===== config.mk =====
export PLATFORM = sky130hd
export DESIGN_NAME = uart_rx_fifo
export DESIGN_NICKNAME = d
export VERILOG_FILES = /design/src/rtl/uart_rx_fifo.sv
export SDC_FILE = /design/constraint.sdc
export NUM_CORES = 1
export LEC_CHECK = 0
export CAP_MARGIN = 30
export CORE_MARGIN = 4
export CORE_UTILIZATION = 40
export DETAILED_ROUTE_END_ITERATION = 10
export SYNTH_ARGS = -nofsm -noshare
export SYNTH_HDL_FRONTEND = slang
export SYNTH_SLANG_ARGS = --single-unit
export TNS_END_PERCENT = 50

===== constraint.sdc =====
create_clock -name clk -period 6.95 [get_ports clk]
set_clock_uncertainty 0.2 [all_clocks]
set_input_delay 0.695 -clock clk [delete_from_list [all_inputs] [get_ports clk]]
set_output_delay 0.695 -clock clk [all_outputs]
set_load 0.01 [all_outputs]

===== src/rtl/uart_rx_fifo.sv =====
// UART receiver with configurable data width and parity, feeding a first-word-fall-through
// receive FIFO, with sticky frame, parity and overrun error flags.
module uart_rx_fifo #(
  parameter int CLK_DIVIDER = 4166,
  parameter int DATA_BITS   = 8,
  parameter int PARITY      = 0,
  parameter int FIFO_DEPTH  = 16
) (
  input  logic                          clk,
  input  logic                          reset,
  input  logic                          serial_in,
  output logic [7:0]                    read_data,
  output logic                          read_valid,
  input  logic                          read_ack,
  output logic [$clog2(FIFO_DEPTH):0]   fifo_count,
  output logic                          rx_busy,
  output logic                          frame_err,
  output logic                          parity_err,
  output logic                          overrun,
  input  logic                          err_clear
);

  localparam int CW = $clog2(CLK_DIVIDER);
  localparam int AW = $clog2(FIFO_DEPTH);
  localparam logic [CW-1:0] HALF_M1  = CW'(CLK_DIVIDER / 2 - 1);
  localparam logic [CW-1:0] FULL_M1  = CW'(CLK_DIVIDER - 1);
  localparam logic [3:0]    LAST_IDX = 4'(DATA_BITS - 1);
  localparam logic [AW:0]   FULL_CNT = (AW + 1)'(FIFO_DEPTH);
  localparam logic          ODD      = 1'(PARITY == 1);
  localparam bit            HAS_PAR  = (PARITY != 0);

  typedef enum logic [2:0] {
    S_IDLE, S_START, S_DATA, S_PAR, S_STOP, S_WAITHI
  } rx_state_t;

  rx_state_t      state_q, state_d;
  logic [1:0]     sync_q;
  logic           rxs;
  logic [CW-1:0]  cnt_q, cnt_d;
  logic [3:0]     idx_q, idx_d;
  logic [7:0]     shift_q, shift_d;
  logic           par_ok_q, par_ok_d;
  logic           push, set_frame, set_par;

  logic [7:0]     mem [FIFO_DEPTH];
  logic [AW-1:0]  wr_ptr_q, rd_ptr_q;
  logic [AW:0]    count_q, count_d;
  logic           pop, full, accept, drop;
  logic           frame_err_q, parity_err_q, overrun_q;

  assign rxs = sync_q[1];

  always_comb begin
    state_d   = state_q;
    cnt_d     = (cnt_q == FULL_M1) ? '0 : cnt_q + CW'(1);
    idx_d     = idx_q;
    shift_d   = shift_q;
    par_ok_d  = par_ok_q;
    push      = 1'b0;
    set_frame = 1'b0;
    set_par   = 1'b0;
    case (state_q)
      S_IDLE: begin
        cnt_d = '0;
        if (!rxs) state_d = S_START;
      end
      S_START: begin
        if (cnt_q == HALF_M1) begin
          cnt_d = '0;
          if (rxs) begin
            state_d = S_IDLE;
          end else begin
            state_d  = S_DATA;
            idx_d    = '0;
            shift_d  = '0;
            par_ok_d = 1'b1;
          end
        end
      end
      S_DATA: begin
        if (cnt_q == FULL_M1) begin
          shift_d[idx_q[2:0]] = rxs;
          idx_d = idx_q + 4'd1;
          if (idx_q == LAST_IDX) state_d = HAS_PAR ? S_PAR : S_STOP;
        end
      end
      S_PAR: begin
        // Upper bits of shift_q are zero, so the full reduction equals the data parity.
        if (cnt_q == FULL_M1) begin
          par_ok_d = (((^shift_q) ^ rxs) == ODD);
          state_d  = S_STOP;
        end
      end
      S_STOP: begin
        if (cnt_q == FULL_M1) begin
          if (rxs) begin
            state_d = S_IDLE;
            if (par_ok_q) push = 1'b1;
            else          set_par = 1'b1;
          end else begin
            state_d   = S_WAITHI;
            set_frame = 1'b1;
          end
        end
      end
      S_WAITHI: begin
        cnt_d = '0;
        if (rxs) state_d = S_IDLE;
      end
      default: state_d = S_IDLE;
    endcase
  end

  // Handshake: read_valid means read_data holds the head entry; read_ack with read_valid
  // high pops it on that clock edge, read_ack with read_valid low has no effect.
  assign pop     = read_ack && (count_q != '0);
  assign full    = (count_q == FULL_CNT);
  assign accept  = push && (!full || pop);
  assign drop    = push && full && !pop;
  assign count_d = count_q + {{AW{1'b0}}, accept} - {{AW{1'b0}}, pop};

  always_ff @(posedge clk) begin
    if (reset) begin
      sync_q       <= 2'b11;
      state_q      <= S_IDLE;
      cnt_q        <= '0;
      idx_q        <= '0;
      shift_q      <= '0;
      par_ok_q     <= 1'b1;
      wr_ptr_q     <= '0;
      rd_ptr_q     <= '0;
      count_q      <= '0;
      frame_err_q  <= 1'b0;
      parity_err_q <= 1'b0;
      overrun_q    <= 1'b0;
    end else begin
      sync_q       <= {sync_q[0], serial_in};
      state_q      <= state_d;
      cnt_q        <= cnt_d;
      idx_q        <= idx_d;
      shift_q      <= shift_d;
      par_ok_q     <= par_ok_d;
      count_q      <= count_d;
      if (accept) wr_ptr_q <= wr_ptr_q + AW'(1);
      if (pop)    rd_ptr_q <= rd_ptr_q + AW'(1);
      frame_err_q  <= set_frame | (frame_err_q & ~err_clear);
      parity_err_q <= set_par | (parity_err_q & ~err_clear);
      overrun_q    <= drop | (overrun_q & ~err_clear);
    end
  end

  // When full with a simultaneous pop, the write lands in the slot being vacated.
  always_ff @(posedge clk) begin
    if (accept) mem[wr_ptr_q] <= shift_q;
  end

  assign read_valid = (count_q != '0);
  assign read_data  = read_valid ? mem[rd_ptr_q] : 8'h00;
  assign fifo_count = count_q;
  assign rx_busy    = (state_q != S_IDLE);
  assign frame_err  = frame_err_q;
  assign parity_err = parity_err_q;
  assign overrun    = overrun_q;

endmodule


# Word level (Yosys, flattened, before mapping)
# Memories as Yosys holds them, arrays and structs flattened. A register that Yosys moved wholly into a read port is not among the register bits.
# Index checks and enable logic that the tools add are counted.
dict set report op_classes {
  add_sub_neg 6
  order_cmp 2
  eq_ne 17
  mux 44
  n_bitwise 9
  n_reduce_logical 18
}
# op count
set ops {}
lappend ops {{$mux W8} 4}
lappend ops {{$mux W13} 2}
lappend ops {{$pmux W13 S2} 1}
lappend ops {{$mux W3} 8}
lappend ops {{$mux W4} 5}
lappend ops {{$pmux W3 S6} 1}
lappend ops {{$mux W1} 17}
lappend ops {{$ne A2 B2 Y1 const B} 8}
lappend ops {{$pmux W8 S2} 1}
lappend ops {{$add A13 B1 Y13 const B} 1}
lappend ops {{$eq A13 B12 Y1 const B} 1}
lappend ops {{$eq A13 B13 Y1 const B} 1}
lappend ops {{$add A4 B1 Y4 const B} 3}
lappend ops {{$bwmux W8} 1}
lappend ops {{$pmux W4 S2} 1}
lappend ops {{$reduce_and A4 Y1} 2}
lappend ops {{$reduce_xor A8 Y1} 1}
lappend ops {{$reduce_and A7 Y1} 1}
lappend ops {{$eq A3 B2 Y1 const B} 2}
lappend ops {{$eq A3 B3 Y1 const B} 2}
lappend ops {{$add A5 B1 Y5} 1}
lappend ops {{$eq A5 B5 Y1 const B} 1}
lappend ops {{$logic_and A1 B1 Y1} 5}
lappend ops {{$reduce_bool A5 Y1} 1}
lappend ops {{18 further kinds} 25}
dict set report word_totals {
  reg_bits 47
  ram_bits 128
  inputBits 5
  out_inout_bits 18
  word_cells 109
  mem_count 1
}
# name depth word_bits rd rd_clocked_by_memory_dff write_ports line
set memory_table {}
lappend memory_table {mem 16 8 1 1 1 45} ;# logic [7:0] mem [FIFO_DEPTH];

# Longest topological paths before layout
dict set report depth {
  word_depth 7
  ltp_mapped 18
  depth_no_buf 16
}

# Worst setup path after synthesis
# OpenSTA, ideal clock, no wires.
dict set report synth_timing {
  path_type {flip-flop to flip-flop}
  startpoint {register cnt_q[0]}
  endpoint {register count_q[4], in the netlist fifo_count[4]}
  arrival_time_ns 2.767
  slack_ns 3.913
  path_stages_with_launch 18
  path_cell_list {dfxtp_1 > ha_1 > and4b_1 > and4_1 > buf_6 > and3_1 > buf_4 > inv_2 > ha_1 > inv_1 > ha_1 > inv_1 > fa_1 > inv_1 > a21oi_1 > nor2_1 > or3_1 > a21oi_1}
}
dict set report synth_via {
  elab_chain_cells 6
}
# element line
set synth_rtl {}
lappend synth_rtl {{from (decl)} 39} ;# logic [CW-1:0] cnt_q, cnt_d;
lappend synth_rtl {{from (signal assigned)} 139} ;# cnt_q <= cnt_d;
lappend synth_rtl {{$eq A13 B13 Y1} 95} ;# if (cnt_q == FULL_M1) begin
lappend synth_rtl {{$mux W1} 95}
lappend synth_rtl {{$mux W1} 62} ;# case (state_q)
lappend synth_rtl {{$logic_and A1 B1 Y1} 118} ;# assign accept = push && (!full || pop);
lappend synth_rtl {{$add A5 B1 Y5} 120} ;# assign count_d = count_q + {{AW{1'b0}}, accept} - {{AW{1'b0}}, pop};
lappend synth_rtl {{$sub A5 B1 Y5} 120}
lappend synth_rtl {{to (signal assigned)} 143} ;# count_q <= count_d;
lappend synth_rtl {{to (decl)} 47} ;# logic [AW:0] count_q, count_d;
# No other way between the ends.
# A chain may end at the register's enable or synchronous reset.

==> results.cfg <==
[power]
leakage_nw = 2.81
power.internal_mw = 1.91
seqPwrFrac_pct = 47.5
sw_frac_of_total_pct = 25.4
finalPower_mw = 2.56
p_sw_uw = 649
clkPwrFrac_pct = 37.4
p_per_area_nw_per_um2 = 297
p_comb_share_pct = 15.1
peakVddDrop_uv = 182

[grt]
grt_pass1_vias = 4374
grt_antenna_before_repair = 0
grt_usage_pct = 14.9
grt_remaining_overflow = 0
grt_max_degree = 33
grt_pass1_wl_um = 24000

[timing]
drv_slew = 0
max_clock_freq_mhz = 244
fin_crit_sh_pct = 58.9
worst_hold_slack_ns = 0.211
hold_viol = 0
worst_slew_pin_slew_ns = 0.937
rsz0062_at_grt = false
setup_tns_ns = 0
min_period_ns = 4.09
setup_viol = 0
relSlewSlack_pct = 37.3

[synth]
synth_top_area_cell = edfxtp_1
yosysSeqAreaShare_pct = 64.8
synth_edf_count = 128
synthSimpleGateAreaFrac_pct = 10.3
avgSynthCellArea_um2 = 14.8
synth_compound_area_share_pct = 4.28
netlist_top_cells_area = edfxtp_1, dfxtp_1, mux4_2
synth_xor_area_share_pct = 3.15
ys_seq_elements = 179
synth_top_area_share_pct = 51.2
synth_warnings = 0
synth_top_family_by_area = multiplexers
ys.flop_type = edfxtp_1
synth_cell_type_count = 48
syn-num-nets = 530
syn-cell-area_um2 = 7510
syn_inst = 509
yosys.area_share.adder_pct = 2.77
ys_async_sr_fraction_pct = 0
muxShareOfSynthArea_pct = 12.3

[clock_tree]
clock-sinks = 179
clock_latency_ns = 0.43
hold_buffers = 0
ctsHtreeMaxLevel = 4
cts_tree = yes
clock-root-buffer = clkbuf_16
path_clk_slew_ns = 0.07
cts_buffers = 17
cts_resized = 0
postCtsSetupRepairBufs = 0
cts.path.max_buffers = 2

[critical_path]
crit_buf_inv = 2
worstPathArrival_ns = 3.20
critPathTopFamily = multiplexers
cpMaxStageDelayCell = mux4_2
r2r_setup_slack_ns = 3.47
cpMostUsedCell = mux4_2
critical-path-max-stage-delay_ns = 0.56
critPathKind = reg2out
crit_chain = buf_4 -> mux4_2 -> mux4_2 -> and2_1 -> clkdlybuf4s50_1
required_ns = 6.05
cp_max_fo = 24
cp-end-kind = primary output
cp-start-kind = flip-flop

[route]
drtIter0Drc = 342
firstDrtPassIters = 4
route.detailed.drc = 0
viasPerCell = 5.44
ant_nets = 0
routedWlPerCell_um = 19.3
wirelength_um = 15000
num_vias = 4218

[floorplanning]
dieArea_um2 = 21000
initial_core_util_pct = 41.2
die-width_um = 145
pin_count = 23
die_y_um = 145
fp-row-count = 49
core_area_um2 = 18200

[cells_and_area]
diodes = 0
fin_nets = 555
final_cells = 776
fillers = 1557
area_growth_syn_to_layout_pct = 14.6
final_cell_mix = edfxtp_1, nor2_1, dfxtp_1
final_core_util_pct = 47.3
drive_gt1_share_pct = 16.8
mostFrequentLayoutCell = edfxtp_1
multi_input_area_um2 = 2460
register_area_um2 = 4870

[place]
hpwl_um = 10200
port_buffers = 22
dp.cells = 744
gp_congestion = 0.758

[run_status]
outcome = complete, no violations

[job]
maxCapViolations = 0

[worst_hold_path]
hp-class = reg2reg
[power groups by stage]
| stage | combinational [mW] | clock, mW | sequential [mW] |
|---|---|---|---|
| floorplan | 0.291 | 0 | 1.20 |
| global placement | 0.377 | 0 | 1.24 |
| detailed placement | 0.391 | 0 | 1.24 |
| CTS | 0.392 | 0.977 | 1.22 |
| global route | 0.427 | 1.03 | 1.22 |
| finish | 0.386 | 0.956 | 1.21 |
[path summary, 6_finish.rpt]
| check | start | cells past startpoint | endpoint |
|---|---|---|---|
| setup / recovery | flip-flop | 5 | read_data[7] |
| hold / removal | sync_q[0]$_SDFF_PP1_ | 1 | sync_q[1]$_SDFF_PP1_ |
| setup reg to reg | cnt_q[0]$_SDFF_PP0_ | 15 | fifo_count[4]$_SDFF_PP0_ |
| hold reg to reg | sync_q[0]$_SDFF_PP1_ | 1 | sync_q[1]$_SDFF_PP1_ |
[per-layer routing]
| layer | global-route usage, % | wire, um |
|---|---|---|
| met1 | 19.3 | 6620 |
| met2 | 24.7 | 7470 |
| met3 | 3.31 | 612 |
| met4 | 5.75 | 291 |
| met5 | 0 | 0 |
[kinds of logic after synthesis]
| group | after synthesis |
|---|---|
| muxes | 42 |
| and+or+nand+nor | 151 |
| buffers and inverters | 44 |
| AOI/OAI and AO/OA | 50 |
| xor gates and xnor gates | 27 |
| DFF | 179 |
| adders and majority gates | 16 |
[Yosys cell counts (2+ instances only)]
| library cell | n |
|---|---|
| a21oi_1 | 24 |
| and4_1 | 2 |
| a22oi_1 | 2 |
| nand4b_1 | 6 |
| nand2_1 | 22 |
| a21o_1 | 3 |
| and3_1 | 2 |
| or3_1 | 4 |
| nor2b_1 | 5 |
| dfxtp_1 | 51 |
| ha_1 | 15 |
| nor4b_1 | 2 |
| nand4_1 | 8 |
| and2_1 | 10 |
| o41ai_1 | 2 |
| buf_1 | 2 |
| xor2_1 | 9 |
| nand2b_1 | 5 |
| nand3_1 | 11 |
| nor3_1 | 9 |
| nor3b_1 | 2 |
| inv_1 | 17 |
| edfxtp_1 | 128 |
| nand3b_1 | 3 |
| buf_2 | 6 |
| mux4_2 | 40 |
| xnor2_1 | 18 |
| mux2i_1 | 2 |
| nor2_1 | 54 |
| clkbuf_1 | 16 |
| o21ai_0 | 11 |
| or2_2 | 2 |
[state kept, by name, indices dropped and copies added, names as in the netlist, named ones only]
name / cells
mem: 128
cnt_q: 13
shift_q: 8
fifo_count: 5
idx_q: 4
rd_ptr_q: 4
wr_ptr_q: 4
state_q: 3
sync_q: 2
frame_err: 1
overrun: 1
par_ok_q: 1
parity_err: 1
[stage by stage]
stage / area, um^2 / worst slack [ns]
floorplan: 7510 / 3.91
global placement: 7940 / 3.29
detailed placement: 8010 / 3.27
CTS: 8600 / 2.80
global route: 8600 / 2.70
finish: 8600 / 2.86
[area by class of cell]
| class | instances | area share (%) |
|---|---|---|
| Clock buffer | 17 | 4.94 |
| Multi-Input combinational cell | 286 | 28.6 |
| Clock inverter | 15 | 2.01 |
| Tap cell | 229 | 3.33 |
| Sequential cell | 179 | 56.6 |
| Inverter | 18 | 0.785 |
| Timing Repair Buffer | 32 | 3.75 |
No activity file was read; power rests on OpenSTA's default activity.
==> RTL edit 1 (same settings) <==
`shift_q` no longer has a reset.
--- a/src/rtl/uart_rx_fifo.sv
+++ b/src/rtl/uart_rx_fifo.sv
@@ -125,7 +125,6 @@
       state_q      <= S_IDLE;
       cnt_q        <= '0;
       idx_q        <= '0;
-      shift_q      <= '0;
       par_ok_q     <= 1'b1;
       wr_ptr_q     <= '0;
       rd_ptr_q     <= '0;
@@ -138,7 +137,6 @@
       state_q      <= state_d;
       cnt_q        <= cnt_d;
       idx_q        <= idx_d;
-      shift_q      <= shift_d;
       par_ok_q     <= par_ok_d;
       count_q      <= count_d;
       if (accept) wr_ptr_q <= wr_ptr_q + AW'(1);
@@ -147,6 +145,10 @@
       parity_err_q <= set_par | (parity_err_q & ~err_clear);
       overrun_q    <= drop | (overrun_q & ~err_clear);
     end
+  end
+
+  always_ff @(posedge clk) begin
+    shift_q <= shift_d;
   end
 
   // When full with a simultaneous pop, the write lands in the slot being vacated.
Function: no difference found for any inputs over 10 cycles, from zero or initial values and one cycle with reset high; that may be too few to reach the edited logic, so the function may still have changed.
==> RTL edit 1 against the original RTL <==
Die area increased by 1.2%; total power increased by 1.9%; synthesized area increased by 1.3%; synthesized cell count decreased by 2.8%; sequential power about the same; routed wire length decreased by 3.4%; final area decreased by 0.52%; fmax decreased by 0.58%; register-to-register slack got worse by 0.64 ns; non-clock buffer count decreased by 8; setup slack got worse by 0.024 ns; sequential cell count unchanged; hold slack got worse by 0.0025 ns; critical path type is now register to register; highest routed layer unchanged.
==> RTL edit 1: results (changes against the original RTL) <==
<table>
<tr><th>Metric</th><th>Value</th></tr>
<tr><th colspan="2">Synthesis</th></tr>
<tr><td>Main area contributors after synthesis</td><td>sky130_fd_sc_hd__edfxtp_1, sky130_fd_sc_hd__mux4_2, sky130_fd_sc_hd__dfxtp_1</td></tr>
<tr><td>Complex-gate fraction of the synthesized area</td><td>2.15% (-2.1 points)</td></tr>
<tr><td>Multiplexer fraction of the synthesized cell area</td><td>13.2% (+0.90 points)</td></tr>
<tr><td>Sequential-to-total area share from yosys stat</td><td>65.0% (+0.23 points)</td></tr>
<tr><td>Syn Nets</td><td>516 (-2.6%)</td></tr>
<tr><td>Syn Area/Cell</td><td>15.4 sq um (+4.1%)</td></tr>
<tr><td>Most common library cells after synthesis</td><td>sky130_fd_sc_hd__edfxtp_1, sky130_fd_sc_hd__nor2_1, sky130_fd_sc_hd__dfxtp_1</td></tr>
<tr><td>Xor and xnor area share after synthesis</td><td>3.29% (+0.14 points)</td></tr>
<tr><th colspan="2">Global routing</th></tr>
<tr><td>First-pass GRT wire length</td><td>23.3 mm (-2.8%)</td></tr>
<tr><td>Via count of the first global-routing pass</td><td>4130 (-5.6%)</td></tr>
<tr><td>Total routing resource utilization after global routing</td><td>14.2% (-0.67 points)</td></tr>
<tr><th colspan="2">Place</th></tr>
<tr><td>Post-Place Cells</td><td>728 (-2.2%)</td></tr>
<tr><td>DPL Wire Length</td><td>9.26 mm (-9.4%)</td></tr>
<tr><td>Placement-stage worst setup slack</td><td>2.88 ns (-0.387 ns)</td></tr>
<tr><th colspan="2">Detailed routing</th></tr>
<tr><td>Detailed Routing Iterations Pass 1</td><td>6 (+2)</td></tr>
<tr><td>Drt first-iter violations</td><td>336 (-1.8%)</td></tr>
<tr><td>Routed via count divided by cell count</td><td>5.37 (-1.2%)</td></tr>
<tr><th colspan="2">Worst setup path</th></tr>
<tr><td>Number of cell instances on the worst register-to-register path</td><td>14 (-1)</td></tr>
<tr><td>Highest-delay cell along the critical path</td><td>sky130_fd_sc_hd__nor4_4</td></tr>
<tr><td>R2R setup slack</td><td>2.83 ns (-0.64 ns)</td></tr>
<tr><td>Cell family contributing the most delay on the critical path</td><td>simple AND/OR/NAND/NOR gates</td></tr>
<tr><th colspan="2">Final layout</th></tr>
<tr><td>Layout cells sized above 1</td><td>16.9% (+0.10 points)</td></tr>
<tr><td>Number of nets in the layout</td><td>534 (-3.8%)</td></tr>
<tr><th colspan="2">Run status</th></tr>
<tr><td>Status</td><td>complete, no violations</td></tr>
<tr><th colspan="2">STA</th></tr>
<tr><td>Slew HR</td><td>36.8% (-0.51 points)</td></tr>
<tr><th colspan="2">Pwr</th></tr>
<tr><td>LEAKAGE</td><td>2.79 nW (-0.84%)</td></tr>
<tr><td>Total internal power</td><td>1.96 mW (+3.0%)</td></tr>
<tr><td>Worst vdd rail ir drop</td><td>0.183 mV (+0.47%)</td></tr>
</table>
RTL edit 1: worst max-delay path by stage:
stage               startpoint             to  slack (ns)  cells past startpoint
finish                cnt_q[3]  fifo_count[4]        2.83                     14
global route          cnt_q[3]  fifo_count[4]        2.46                     14
floorplan             cnt_q[3]  fifo_count[4]        3.14                     16
CTS                   cnt_q[3]  fifo_count[4]        2.85                     14
detailed placement    cnt_q[3]  fifo_count[4]        2.88                     14
global placement      cnt_q[3]  fifo_count[4]        2.96                     14
RTL edit 1: logic make-up (layout without fill, tap and decap cells):
group           count (synthesis)  after routing
mux                            50             50
fa+ha+maj                      16             16
xor+xnor                       27             27
compound gates                 28             28
buf+inv                        46             77
simple gates                  149            149
flops                         179            179
RTL edit 1: final cells by class:
| cell class | instances | area [sq um] |
|---|---|---|
| clock buffers | 28 | 520 |
| clock inverters | 4 | 23.8 |
| fillers | 1591 | 10100 |
| inverters | 21 | 78.8 |
| multi-input cells | 270 | 2450 |
| flip-flops and latches | 179 | 4950 |
| well taps | 234 | 293 |
| repair buffers | 24 | 243 |
RTL edit 1: power groups by stage:
stage / Clock [mW] / Sequential, mW / Combinational (mW)
5_1_grt: 0.954 / 1.21 / 0.574
6_report: 0.882 / 1.21 / 0.516
3_3_place_gp: 0 / 1.23 / 0.517
4_1_cts: 0.901 / 1.21 / 0.529
2_1_floorplan: 0 / 1.21 / 0.360
3_5_place_dp: 0 / 1.23 / 0.528
RTL edit 1: layer usage:
layer | vias to the layer above | part of all wire (%) | GRT usage, %
li1 | 1890 | - | -
met1 | 2049 | 45 | 19.6
met2 | 125 | 48 | 22.5
met3 | 18 | 6.0 | 3.27
met4 | 0 | 1.4 | 4.70
met5 | - | 0 | 0
==> RTL edit 2 (same flow settings) <==
Without the edit above. Change the parameter `PARITY` from 0 to 1.
--- a/src/rtl/uart_rx_fifo.sv
+++ b/src/rtl/uart_rx_fifo.sv
@@ -3,7 +3,7 @@
 module uart_rx_fifo #(
   parameter int CLK_DIVIDER = 4166,
   parameter int DATA_BITS   = 8,
-  parameter int PARITY      = 0,
+  parameter int PARITY      = 1,
   parameter int FIFO_DEPTH  = 16
 ) (
   input  logic                          clk,
Function: same outputs for any inputs over 10 cycles, from zero or initial values and one cycle with reset high; that may be too few to reach the edited logic, so the function may still have changed.
==> RTL edit 2 against the original RTL <==
Routed wire length down 5.3%; largest cell class unchanged; sequential cell count did not move; setup slack better by 0.13 ns; combinational power up 4%; total power is 0.71% higher; synthesized area is 0.73% higher; final area increased by 0.16%.
==> RTL edit 2: results (changes against the original RTL) <==
<table>
<tr><th>Metric</th><th>Value</th></tr>
<tr><th colspan="2">Worst setup path</th></tr>
<tr><td>Crit path DAT</td><td>3.07 ns (-0.13 ns)</td></tr>
<tr><td>Launching element type of the critical path</td><td>register</td></tr>
<tr><td>Largest incremental delay on the critical path</td><td>0.62 ns (+0.06 ns)</td></tr>
<tr><td>R2R setup slack</td><td>3.42 ns (-0.05 ns)</td></tr>
<tr><th colspan="2">Synthesis</th></tr>
<tr><td>Main area contributors after synthesis</td><td>sky130_fd_sc_hd__edfxtp_1, sky130_fd_sc_hd__dfxtp_1, sky130_fd_sc_hd__mux4_2</td></tr>
<tr><td>Xor and xnor area share after synthesis</td><td>3.24% (+0.093 points)</td></tr>
<tr><td>Syn Nets</td><td>523 (-1.3%)</td></tr>
<tr><td>Most common library cells after synthesis</td><td>sky130_fd_sc_hd__edfxtp_1, sky130_fd_sc_hd__dfxtp_1, sky130_fd_sc_hd__nor2_1</td></tr>
<tr><td>Distinct cells, synth</td><td>53 (+10%)</td></tr>
<tr><td>Multiplexer fraction of the synthesized cell area</td><td>12.8% (+0.57 points)</td></tr>
<tr><td>Sequential-to-total area share from yosys stat</td><td>64.3% (-0.47 points)</td></tr>
<tr><td>Fraction of the mapped netlist area in adder cells</td><td>2.75% (-0.020 points)</td></tr>
<tr><th colspan="2">Global routing</th></tr>
<tr><td>Met1 Track Usage GR</td><td>19.4% (+0.11 points)</td></tr>
<tr><td>Largest net degree at the start of global routing</td><td>33 (unchanged)</td></tr>
<tr><td>Most congested layer reported by global routing</td><td>met2</td></tr>
<tr><td>First-pass GRT wire length</td><td>23.3 mm (-3.0%)</td></tr>
<tr><td>M2 GR Usage</td><td>22.3% (-2.4 points)</td></tr>
<tr><td>Total routing resource utilization after global routing</td><td>14.2% (-0.72 points)</td></tr>
<tr><td>Via count of the first global-routing pass</td><td>4268 (-2.4%)</td></tr>
<tr><th colspan="2">Pwr</th></tr>
<tr><td>Worst vdd rail ir drop</td><td>0.182 mV (+0.34%)</td></tr>
<tr><td>Total internal power</td><td>1.89 mW (-0.80%)</td></tr>
<tr><td>Net switching share of the total power</td><td>26.5% (+1.1 points)</td></tr>
<tr><td>Portion of total power attributed to combinational logic</td><td>15.6% (+0.5 points)</td></tr>
<tr><td>LEAKAGE</td><td>2.84 nW (+1.1%)</td></tr>
<tr><th colspan="2">Detailed routing</th></tr>
<tr><td>Final wirelength</td><td>14.2 mm (-5.3%)</td></tr>
<tr><td>DR vias</td><td>4089 (-3.1%)</td></tr>
<tr><td>Drt first-iter violations</td><td>228 (-33%)</td></tr>
<tr><th colspan="2">Final layout</th></tr>
<tr><td>Number of nets in the layout</td><td>546 (-1.6%)</td></tr>
<tr><td>Layout cells sized above 1</td><td>16.7% (-0.090 points)</td></tr>
<tr><th colspan="2">Place</th></tr>
<tr><td>DPL Wire Length</td><td>9.43 mm (-7.6%)</td></tr>
<tr><td>Final estimated routing congestion in global placement</td><td>0.745 (-1.7%)</td></tr>
<tr><th colspan="2">Run status</th></tr>
<tr><td>Status</td><td>complete, no violations</td></tr>
</table>
RTL edit 2: critical path, delay by kind of cell (launching register included):
kind                   cells  cell delay, ns
flip-flops                 1            0.32
buffers and inverters      2            0.99
AND/OR/NAND/NOR            1            0.18
multiplexers               2            1.12
RTL edit 2: cell families after synthesis:
logic type | count (synthesis)
xor gates and xnor gates | 28
DFF | 179
muxes | 47
AOI/OAI and AO/OA | 38
adders and majority gates | 16
and+or+nand+nor | 150
buffers and inverters | 44
RTL edit 2: cell type report:
| cell class | count | area [sq um] |
|---|---|---|
| multi-input combinational | 279 | 2500 |
| fill | 1646 | 10000 |
| timing repair buffer | 29 | 277 |
| clock buffer | 17 | 425 |
| tap | 234 | 293 |
| clock inverter | 15 | 184 |
| inverter | 19 | 71.3 |
| sequential | 179 | 4870 |
RTL edit 2: worst paths after layout:
path | to | cells past startpoint
worst max-delay path | read_data[4] | 5
worst min-delay path | sync_q[1] | 1
worst max register to register | fifo_count[4] | 15
worst min register to register | sync_q[1] | 1
RTL edit 2: layer usage:
metal	vias to the layer above	part of all wire (%)
met4	0	1.5
met3	20	4.7
met2	72	48
li1	1930	-
met1	2067	46
met5	-	0
RTL edit 2: metrics by stage:
| stage | hold slack [ns] | utilization [%] | cells | instance area [sq um] | setup WS [ns] |
|---|---|---|---|---|---|
| 2_1_floorplan | 0.189 | - | 502 | 7570 | 3.85 |
| 3_3_place_gp | 0.192 | 42.9 | 739 | 8000 | 3.31 |
| 3_5_place_dp | 0.194 | 43.0 | 740 | 8010 | 3.25 |
| 4_1_cts | 0.212 | 46.2 | 772 | 8620 | 2.91 |
| 5_1_grt | 0.230 | 46.2 | 772 | 8620 | 2.82 |
| 6_report | 0.211 | 46.2 | 772 | 8620 | 2.98 |
